$ cat src/rtl/rf_wport_arbiter_if.sv
// Bundle of WB, MDU, issue-stage and regfile-write signals around the write-port arbiter.
interface rf_wport_arbiter_if #(
  parameter int unsigned XLEN  = 64,
  parameter int unsigned CNT_W = 32
);
  logic              pipe_wen_i;
  logic [4:0]        pipe_idx_i;
  logic [XLEN-1:0]   pipe_wdata_i;
  logic              pipe_ready_o;

  logic              mdu_issue_i;
  logic [4:0]        mdu_issue_rd_i;
  logic              mdu_valid_i;
  logic [4:0]        mdu_idx_i;
  logic [XLEN-1:0]   mdu_wdata_i;
  logic              mdu_ready_o;

  logic [4:0]        id_rs1_idx_i;
  logic [4:0]        id_rs2_idx_i;
  logic              id_rd_wen_i;
  logic [4:0]        id_rd_idx_i;
  logic              hazard_o;

  logic              rd_wen_o;
  logic [4:0]        rd_idx_o;
  logic [XLEN-1:0]   rd_wdata_o;

  logic [CNT_W-1:0]  arb_conflict_cnt_o;

  // Upstream/environment side: drives requests, observes grants and hazards.
  modport master (
    output pipe_wen_i, pipe_idx_i, pipe_wdata_i,
    output mdu_issue_i, mdu_issue_rd_i, mdu_valid_i, mdu_idx_i, mdu_wdata_i,
    output id_rs1_idx_i, id_rs2_idx_i, id_rd_wen_i, id_rd_idx_i,
    input  pipe_ready_o, mdu_ready_o, hazard_o,
    input  rd_wen_o, rd_idx_o, rd_wdata_o, arb_conflict_cnt_o
  );

  // Arbiter side.
  modport slave (
    input  pipe_wen_i, pipe_idx_i, pipe_wdata_i,
    input  mdu_issue_i, mdu_issue_rd_i, mdu_valid_i, mdu_idx_i, mdu_wdata_i,
    input  id_rs1_idx_i, id_rs2_idx_i, id_rd_wen_i, id_rd_idx_i,
    output pipe_ready_o, mdu_ready_o, hazard_o,
    output rd_wen_o, rd_idx_o, rd_wdata_o, arb_conflict_cnt_o
  );
endinterface

$ cat src/rtl/rf_wport_arbiter.sv
// Regfile write-port arbiter: pipeline WB vs. one buffered MDU result, with starvation guard
// and MDU pending-destination scoreboard. Define RF_ARB_STATS_EN to enable the conflict counter.
module rf_wport_arbiter #(
  parameter int unsigned XLEN       = 64,
  parameter int unsigned STARVE_MAX = 4,
  parameter int unsigned CNT_W      = 32
) (
  input logic              clk,
  input logic              rst_n,
  rf_wport_arbiter_if.slave bus
);

  localparam int unsigned NREG  = 32;
  localparam int unsigned IDX_W = 5;
  localparam int unsigned SC_W  = $clog2(STARVE_MAX + 1);

  logic              buf_vld_q,  buf_vld_d;
  logic [IDX_W-1:0]  buf_idx_q,  buf_idx_d;
  logic [XLEN-1:0]   buf_data_q, buf_data_d;
  logic [SC_W-1:0]   starve_q,   starve_d;
  logic [NREG-1:0]   busy_q,     busy_d;

  logic              pipe_req_c;
  logic              force_c;
  logic              buf_gnt_c;
  logic              pipe_gnt_c;
  logic              accept_c;
  logic [NREG-1:0]   set_mask_c;
  logic [NREG-1:0]   clr_mask_c;
  logic [NREG-1:0]   live_busy_c;

  // Request decode and same-cycle arbitration.
  always_comb begin
    pipe_req_c = bus.pipe_wen_i && (bus.pipe_idx_i != '0);
    force_c    = buf_vld_q && (starve_q == SC_W'(STARVE_MAX));
    buf_gnt_c  = buf_vld_q && (force_c || !pipe_req_c);
    pipe_gnt_c = pipe_req_c && !buf_gnt_c;
    accept_c   = bus.mdu_valid_i && !buf_vld_q;
  end

  // Regfile write mux and handshake outputs.
  always_comb begin
    bus.rd_wen_o     = 1'b0;
    bus.rd_idx_o     = '0;
    bus.rd_wdata_o   = '0;
    if (buf_gnt_c) begin
      bus.rd_wen_o   = 1'b1;
      bus.rd_idx_o   = buf_idx_q;
      bus.rd_wdata_o = buf_data_q;
    end else if (pipe_gnt_c) begin
      bus.rd_wen_o   = 1'b1;
      bus.rd_idx_o   = bus.pipe_idx_i;
      bus.rd_wdata_o = bus.pipe_wdata_i;
    end
    bus.pipe_ready_o = !force_c;
    bus.mdu_ready_o  = !buf_vld_q;
  end

  // Result buffer and starvation counter next state.
  always_comb begin
    buf_vld_d  = buf_vld_q;
    buf_idx_d  = buf_idx_q;
    buf_data_d = buf_data_q;
    starve_d   = starve_q;
    if (accept_c) begin
      buf_vld_d  = 1'b1;
      buf_idx_d  = bus.mdu_idx_i;
      buf_data_d = bus.mdu_wdata_i;
    end else if (buf_gnt_c) begin
      buf_vld_d  = 1'b0;
    end
    if (!buf_vld_q || buf_gnt_c) begin
      starve_d = '0;
    end else if (starve_q != SC_W'(STARVE_MAX)) begin
      starve_d = starve_q + SC_W'(1);
    end
  end

  // Scoreboard: a buffer grant retires its destination in the same cycle for hazard purposes;
  // a concurrent re-issue to that register keeps it busy.
  always_comb begin
    set_mask_c  = '0;
    clr_mask_c  = '0;
    if (bus.mdu_issue_i && (bus.mdu_issue_rd_i != '0)) begin
      set_mask_c = NREG'(1) << bus.mdu_issue_rd_i;
    end
    if (buf_gnt_c) begin
      clr_mask_c = NREG'(1) << buf_idx_q;
    end
    live_busy_c = busy_q & ~clr_mask_c;
    busy_d      = live_busy_c | set_mask_c;
    busy_d[0]   = 1'b0;
    bus.hazard_o = live_busy_c[bus.id_rs1_idx_i] ||
                   live_busy_c[bus.id_rs2_idx_i] ||
                   (bus.id_rd_wen_i && live_busy_c[bus.id_rd_idx_i]);
  end

  always_ff @(posedge clk or negedge rst_n) begin
    if (!rst_n) begin
      buf_vld_q  <= 1'b0;
      buf_idx_q  <= '0;
      buf_data_q <= '0;
      starve_q   <= '0;
      busy_q     <= '0;
    end else begin
      buf_vld_q  <= buf_vld_d;
      buf_idx_q  <= buf_idx_d;
      buf_data_q <= buf_data_d;
      starve_q   <= starve_d;
      busy_q     <= busy_d;
    end
  end

`ifdef RF_ARB_STATS_EN
  logic [CNT_W-1:0] cnt_q, cnt_d;

  // Cycles where both sources want the port; wraps naturally.
  always_comb begin
    cnt_d = cnt_q;
    if (pipe_req_c && buf_vld_q) begin
      cnt_d = cnt_q + CNT_W'(1);
    end
  end

  always_ff @(posedge clk or negedge rst_n) begin
    if (!rst_n) begin
      cnt_q <= '0;
    end else begin
      cnt_q <= cnt_d;
    end
  end

  assign bus.arb_conflict_cnt_o = cnt_q;
`else
  assign bus.arb_conflict_cnt_o = CNT_W'(0);
`endif

`ifndef SYNTHESIS
  // Issuing to a destination that is still pending is an issue-stage bug.
  a_issue_not_busy: assert property (@(posedge clk) disable iff (!rst_n)
    !(bus.mdu_issue_i && (bus.mdu_issue_rd_i != '0) && live_busy_c[bus.mdu_issue_rd_i]))
    else $error("rf_wport_arbiter: MDU issue to busy rd %0d", bus.mdu_issue_rd_i);
`endif

endmodule
$ cat src/flat_wrapper.sv
// flat-port wrapper written by rule: the top's interface ports become plain ports
module rf_wport_arbiter_flat 
#(
  parameter int unsigned XLEN       = 64,
  parameter int unsigned STARVE_MAX = 4,
  parameter int unsigned CNT_W      = 32
)
  (clk, rst_n, bus_pipe_wen_i, bus_pipe_idx_i, bus_pipe_wdata_i, bus_mdu_issue_i, bus_mdu_issue_rd_i, bus_mdu_valid_i, bus_mdu_idx_i, bus_mdu_wdata_i, bus_id_rs1_idx_i, bus_id_rs2_idx_i, bus_id_rd_wen_i, bus_id_rd_idx_i, bus_pipe_ready_o, bus_mdu_ready_o, bus_hazard_o, bus_rd_wen_o, bus_rd_idx_o, bus_rd_wdata_o, bus_arb_conflict_cnt_o);
  rf_wport_arbiter_if #(.XLEN(XLEN), .CNT_W(CNT_W)) bus_i ();
  input logic clk;
  input logic rst_n;
  input wire logic [$bits(bus_i.pipe_wen_i)-1:0] bus_pipe_wen_i;
  input wire logic [$bits(bus_i.pipe_idx_i)-1:0] bus_pipe_idx_i;
  input wire logic [$bits(bus_i.pipe_wdata_i)-1:0] bus_pipe_wdata_i;
  input wire logic [$bits(bus_i.mdu_issue_i)-1:0] bus_mdu_issue_i;
  input wire logic [$bits(bus_i.mdu_issue_rd_i)-1:0] bus_mdu_issue_rd_i;
  input wire logic [$bits(bus_i.mdu_valid_i)-1:0] bus_mdu_valid_i;
  input wire logic [$bits(bus_i.mdu_idx_i)-1:0] bus_mdu_idx_i;
  input wire logic [$bits(bus_i.mdu_wdata_i)-1:0] bus_mdu_wdata_i;
  input wire logic [$bits(bus_i.id_rs1_idx_i)-1:0] bus_id_rs1_idx_i;
  input wire logic [$bits(bus_i.id_rs2_idx_i)-1:0] bus_id_rs2_idx_i;
  input wire logic [$bits(bus_i.id_rd_wen_i)-1:0] bus_id_rd_wen_i;
  input wire logic [$bits(bus_i.id_rd_idx_i)-1:0] bus_id_rd_idx_i;
  output wire logic [$bits(bus_i.pipe_ready_o)-1:0] bus_pipe_ready_o;
  output wire logic [$bits(bus_i.mdu_ready_o)-1:0] bus_mdu_ready_o;
  output wire logic [$bits(bus_i.hazard_o)-1:0] bus_hazard_o;
  output wire logic [$bits(bus_i.rd_wen_o)-1:0] bus_rd_wen_o;
  output wire logic [$bits(bus_i.rd_idx_o)-1:0] bus_rd_idx_o;
  output wire logic [$bits(bus_i.rd_wdata_o)-1:0] bus_rd_wdata_o;
  output wire logic [$bits(bus_i.arb_conflict_cnt_o)-1:0] bus_arb_conflict_cnt_o;
  assign bus_i.pipe_wen_i = bus_pipe_wen_i;
  assign bus_i.pipe_idx_i = bus_pipe_idx_i;
  assign bus_i.pipe_wdata_i = bus_pipe_wdata_i;
  assign bus_i.mdu_issue_i = bus_mdu_issue_i;
  assign bus_i.mdu_issue_rd_i = bus_mdu_issue_rd_i;
  assign bus_i.mdu_valid_i = bus_mdu_valid_i;
  assign bus_i.mdu_idx_i = bus_mdu_idx_i;
  assign bus_i.mdu_wdata_i = bus_mdu_wdata_i;
  assign bus_i.id_rs1_idx_i = bus_id_rs1_idx_i;
  assign bus_i.id_rs2_idx_i = bus_id_rs2_idx_i;
  assign bus_i.id_rd_wen_i = bus_id_rd_wen_i;
  assign bus_i.id_rd_idx_i = bus_id_rd_idx_i;
  assign bus_pipe_ready_o = bus_i.pipe_ready_o;
  assign bus_mdu_ready_o = bus_i.mdu_ready_o;
  assign bus_hazard_o = bus_i.hazard_o;
  assign bus_rd_wen_o = bus_i.rd_wen_o;
  assign bus_rd_idx_o = bus_i.rd_idx_o;
  assign bus_rd_wdata_o = bus_i.rd_wdata_o;
  assign bus_arb_conflict_cnt_o = bus_i.arb_conflict_cnt_o;
  rf_wport_arbiter #(.XLEN(XLEN), .STARVE_MAX(STARVE_MAX), .CNT_W(CNT_W)) u_core (.clk(clk), .rst_n(rst_n), .bus(bus_i));
endmodule
$ cat config.mk
export PLATFORM = sky130hd
export DESIGN_NAME = rf_wport_arbiter_flat
export DESIGN_NICKNAME = d
export VERILOG_FILES = /design/src/rtl/rf_wport_arbiter_if.sv /design/src/rtl/rf_wport_arbiter.sv /design/src/flat_wrapper.sv
export SDC_FILE = /design/constraint.sdc
export NUM_CORES = 1
export LEC_CHECK = 0
export ABC_AREA = 1
export CAP_MARGIN = 20
export CELL_PAD_IN_SITES_DETAIL_PLACEMENT = 0
export CELL_PAD_IN_SITES_GLOBAL_PLACEMENT = 2
export CORE_MARGIN = 5
export CORE_UTILIZATION = 22
export DETAILED_ROUTE_END_ITERATION = 12
export GPL_ROUTABILITY_DRIVEN = 0
export PLACE_DENSITY = 0.8
export SYNTH_ARGS = -nofsm -noshare
export SYNTH_HDL_FRONTEND = slang
export SYNTH_SLANG_ARGS = --single-unit
export TNS_END_PERCENT = 100
$ cat constraint.sdc
create_clock -name clk -period 1.8 [get_ports clk]
set_input_delay 0.18 -clock clk [delete_from_list [all_inputs] [get_ports clk]]
set_output_delay 0.18 -clock clk [all_outputs]
set_load 0.005 [all_outputs]
==> summary.md <==
| Metric | Value |
|---|---|
| Status | `finished with violations` |
| Failing checks | `negative setup slack` |
| #FFs+latches synth | `104` |
| DRT iter0 DRCs | `403` |
| Routed via count | `6905` |
| Number of detailed-route iterations in the first pass | `5` |
| Distinct cells, synth | `29` |
| Min Clock Period, post-route | `2.62 ns` |
| Core ar. | `29500 µm²` |
| CP arrival | `2.44 ns` |
| Synthesis warning total | `0` |
| Post-synth ARST share | `100%` |
| Height of the die | `182 µm` |
| Worst reg2reg path depth | `9` |
| Final setup fails | `105` |
| Vias/cell | `4.57` |
| Cell Area, Synth | `6550 µm²` |
| Die width | `182 µm` |
| Clock transition at path regs | `0.08 ns` |
| Io pins | `269` |
| Antenna Nets Post-Route | `0` |
| Leak pwr | `4.95 nW` |
| Setup TNS | `-46.42 ns` |
| PD cells | `828 nW/µm²` |
| Placed Area | `9950 µm²` |
| Reg-to-Reg Start | `u_core.buf_vld_q` |
| DP Cell Count | `1446` |
| Root Driver | `clkbuf_16` |
| Clk sink count | `104` |
| CP startpoint kind | `flip-flop` |
| Number of global-route vias before repair | `7029` |
| Total wire length | `29.8 mm` |
| Syn avg cell area | `8.50 µm²` |
| RSZ-0062 raised after global routing | `true` |
| Clock skew | `0.0132 ns` |
| Die area | `33300 µm²` |
| Final Power | `9.21 mW` |
| GRT Resource Usage Total | `17.4%` |
| First-pass GRT wire length | `43.9 mm` |
| Worst setup slack after layout | `-0.821 ns` |
| Initial antenna violation count | `2` |
| Synthesis-to-finish area growth | `69.9%` |
| Largest net degree at the start of global routing | `50` |
| Worst setup startpoint | `u_core.starve_q[1]` |
| Post-synth top area cell | `dfrtp_1` |
| Period utilisation layout | `146%` |
| Post-Synthesis Cells | `770` |
| Worst vdd ir | `0.489 mV` |
| Initial Util | `22.2%` |
| Top_reg_cell synth | `dfrtp_1` |
| Max-cap violations | `0` |
| Total grt overflow | `0` |
| H-tree levels | `3` |
| Data required, critical path | `1.62 ns` |
| Worst slack, placed | `-1.07 ns` |
| List of most frequent post-synthesis cells | `nand2_1, nand3_1, dfrtp_1` |
| Row count | `63` |
| Layout cells sized above 1 | `34.9%` |
| R2R setup slack | `-0.04 ns` |
| End point of the critical path | `bus_hazard_o` |
| Post-route DRC | `0` |
| Clock Path Buffers | `2` |
| Setup crit end kind | `output pin` |
| Most common cell in the netlist | `nand2_1` |
| CTS tree | `done` |
| R2r endpoint | `u_core.buf_idx_q[0]` |
| Hold violation total from the final report | `0` |
| Synth area leaders | `dfrtp_1, mux2_2, nand3_1` |
| FMAX | `0.382 GHz` |
| Top cell type's share of synthesized area | `39.8%` |
| Design Area, Final | `11100 µm²` |
| Seq/Total Area, Yosys | `39.8%` |
| CTS buffer count | `9` |
| Critical path peak fanout | `7` |
| Final slew viol count | `0` |
| Clk_lat worst skew | `0.36 ns` |
| Per-cell routed wire length | `19.7 µm` |
| Nets | `1281` |
| Hpwl dp | `22.3 mm` |
| Port buffer count | `236` |
| Number of synthesized flops with an enable pin | `0` |
| HP Class | `in -> async` |
| Layout Cells excl Fill | `1512` |
| Crit Path Class | `reg -> out` |
layout make-up:
cell class	count	area, µm²
Inverter	39	170
Multi-Input combinational cell	581	3810
Tap cell	390	488
Antenna cell	2	5.00
Sequential cell	104	2600
Fill cell	3025	18400
Clock inverter	4	58.8
Timing Repair Buffer	380	3730
Clock buffer	12	256
metal layers:
layer / wire length (µm) / track usage, % / share of wire [%] / vias to the layer above
li1: - / - / - / 3291
met1: 13000 / 22.8 / 44 / 3377
met2: 14900 / 29.8 / 50 / 201
met3: 1340 / 2.61 / 4.5 / 36
met4: 592 / 5.07 / 2.0 / 0
met5: 0 / 0 / 0 / -
per-stage QoR:
step | hold WS, ns | utilization (%)
after floorplan | -0.116 | -
after global placement | 0.147 | 33.8
after detailed placement | 0.146 | 33.8
after CTS | 0.301 | 37.0
after global routing | 0.327 | 37.7
final | 0.293 | 37.7
registers in the layout, summed over array words and instances, names as in the netlist:
register	flops
u_core.buf_data_q	64
u_core.busy_q	31
u_core.buf_idx_q	5
u_core.starve_q	3
u_core.buf_vld_q	1
how the worst min path moves through the flow:
stage | endpoint | cells after the start | slack, ns
2_1_floorplan | u_core.buf_data_q[0] | 0 | -0.12
3_3_place_gp | u_core.buf_data_q[50] | 1 | 0.15
3_5_place_dp | u_core.buf_data_q[50] | 1 | 0.15
4_1_cts | u_core.buf_data_q[50] | 2 | 0.30
5_1_grt | u_core.buf_data_q[50] | 2 | 0.33
6_report | u_core.buf_data_q[50] | 2 | 0.29
report_power, final:
part | switching, mW | internal, mW
Clock | 0.989 | 1.18
Combinational | 1.67 | 1.93
Sequential | 0.505 | 2.95
Total | 3.16 | 6.05
timing repair:
action | CTS | global route
hold buffers | 1 | 0
gates resized for setup | 389 | 48
hold endpoints to repair | 25 | 0
endpoints found under the setup margin | 116 | 135
cloned | 9 | 1
setup buffers | 36 | 3
pin swaps | 49 | 22
placed cells by master (no fill, tap or decap), types with 2 or more instances in the layout:
cell type / Yosys / final
buf_4: 41 / 69
a21oi_1: 5 / 5
conb_1: 1 / 32
nand3_2: 13 / 30
clkbuf_16: 0 / 10
clkbuf_8: 0 / 2
inv_2: 7 / 5
buf_2: 16 / 65
diode_2: 0 / 2
nand2_1: 138 / 112
nand2_2: 3 / 25
buf_16: 0 / 8
dfrtp_1: 104 / 104
dlygate4sd2_1: 0 / 2
nand3_1: 127 / 94
nor2_2: 0 / 5
clkdlybuf4s50_1: 0 / 163
nor2_1: 74 / 69
inv_6: 0 / 2
nand4_1: 11 / 11
o21ai_1: 0 / 4
nand3_4: 3 / 19
o21ai_0: 34 / 30
mux2_2: 64 / 64
buf_12: 1 / 20
buf_6: 4 / 48
inv_1: 29 / 29
a22o_1: 64 / 61
a22o_4: 0 / 3
nand2_4: 0 / 4
buf_8: 1 / 3
clkinv_2: 2 / 2
nor3_1: 8 / 8
critical path: stages (launching register included):
cell and delay [ns]:
dfrtp_1 0.39, inv_1 0.06, ha_2 0.19, nand3_4 0.08, nand3_4 0.14, buf_6 0.14, buf_12 0.13, nand3_4 0.07
nand2_2 0.12, nand2_1 0.07, nand3_2 0.09, nand2_1 0.05, nand2_1 0.08, nand2_1 0.05, nand3_1 0.08, nand2_2 0.06
nor2_2 0.12, nand2_1 0.06, buf_2 0.12
cell families (layout without fill, tap and decap cells):
logic type                 count (synthesis)  after routing  share of synthesized area [%]
buffers and inverters                    116            435                           10.2
AOI/OAI and AO/OA                        104            104                           11.6
xor gates and xnor gates                   1              1                          0.134
muxes                                     64             64                           11.0
adders and majority gates                  2              2                          0.382
DFF                                      104            104                           39.8
other                                      1             34                         0.0573
and+or+nand+nor                          378            378                           26.8
Note: power is estimated with default switching activity, not from simulation.
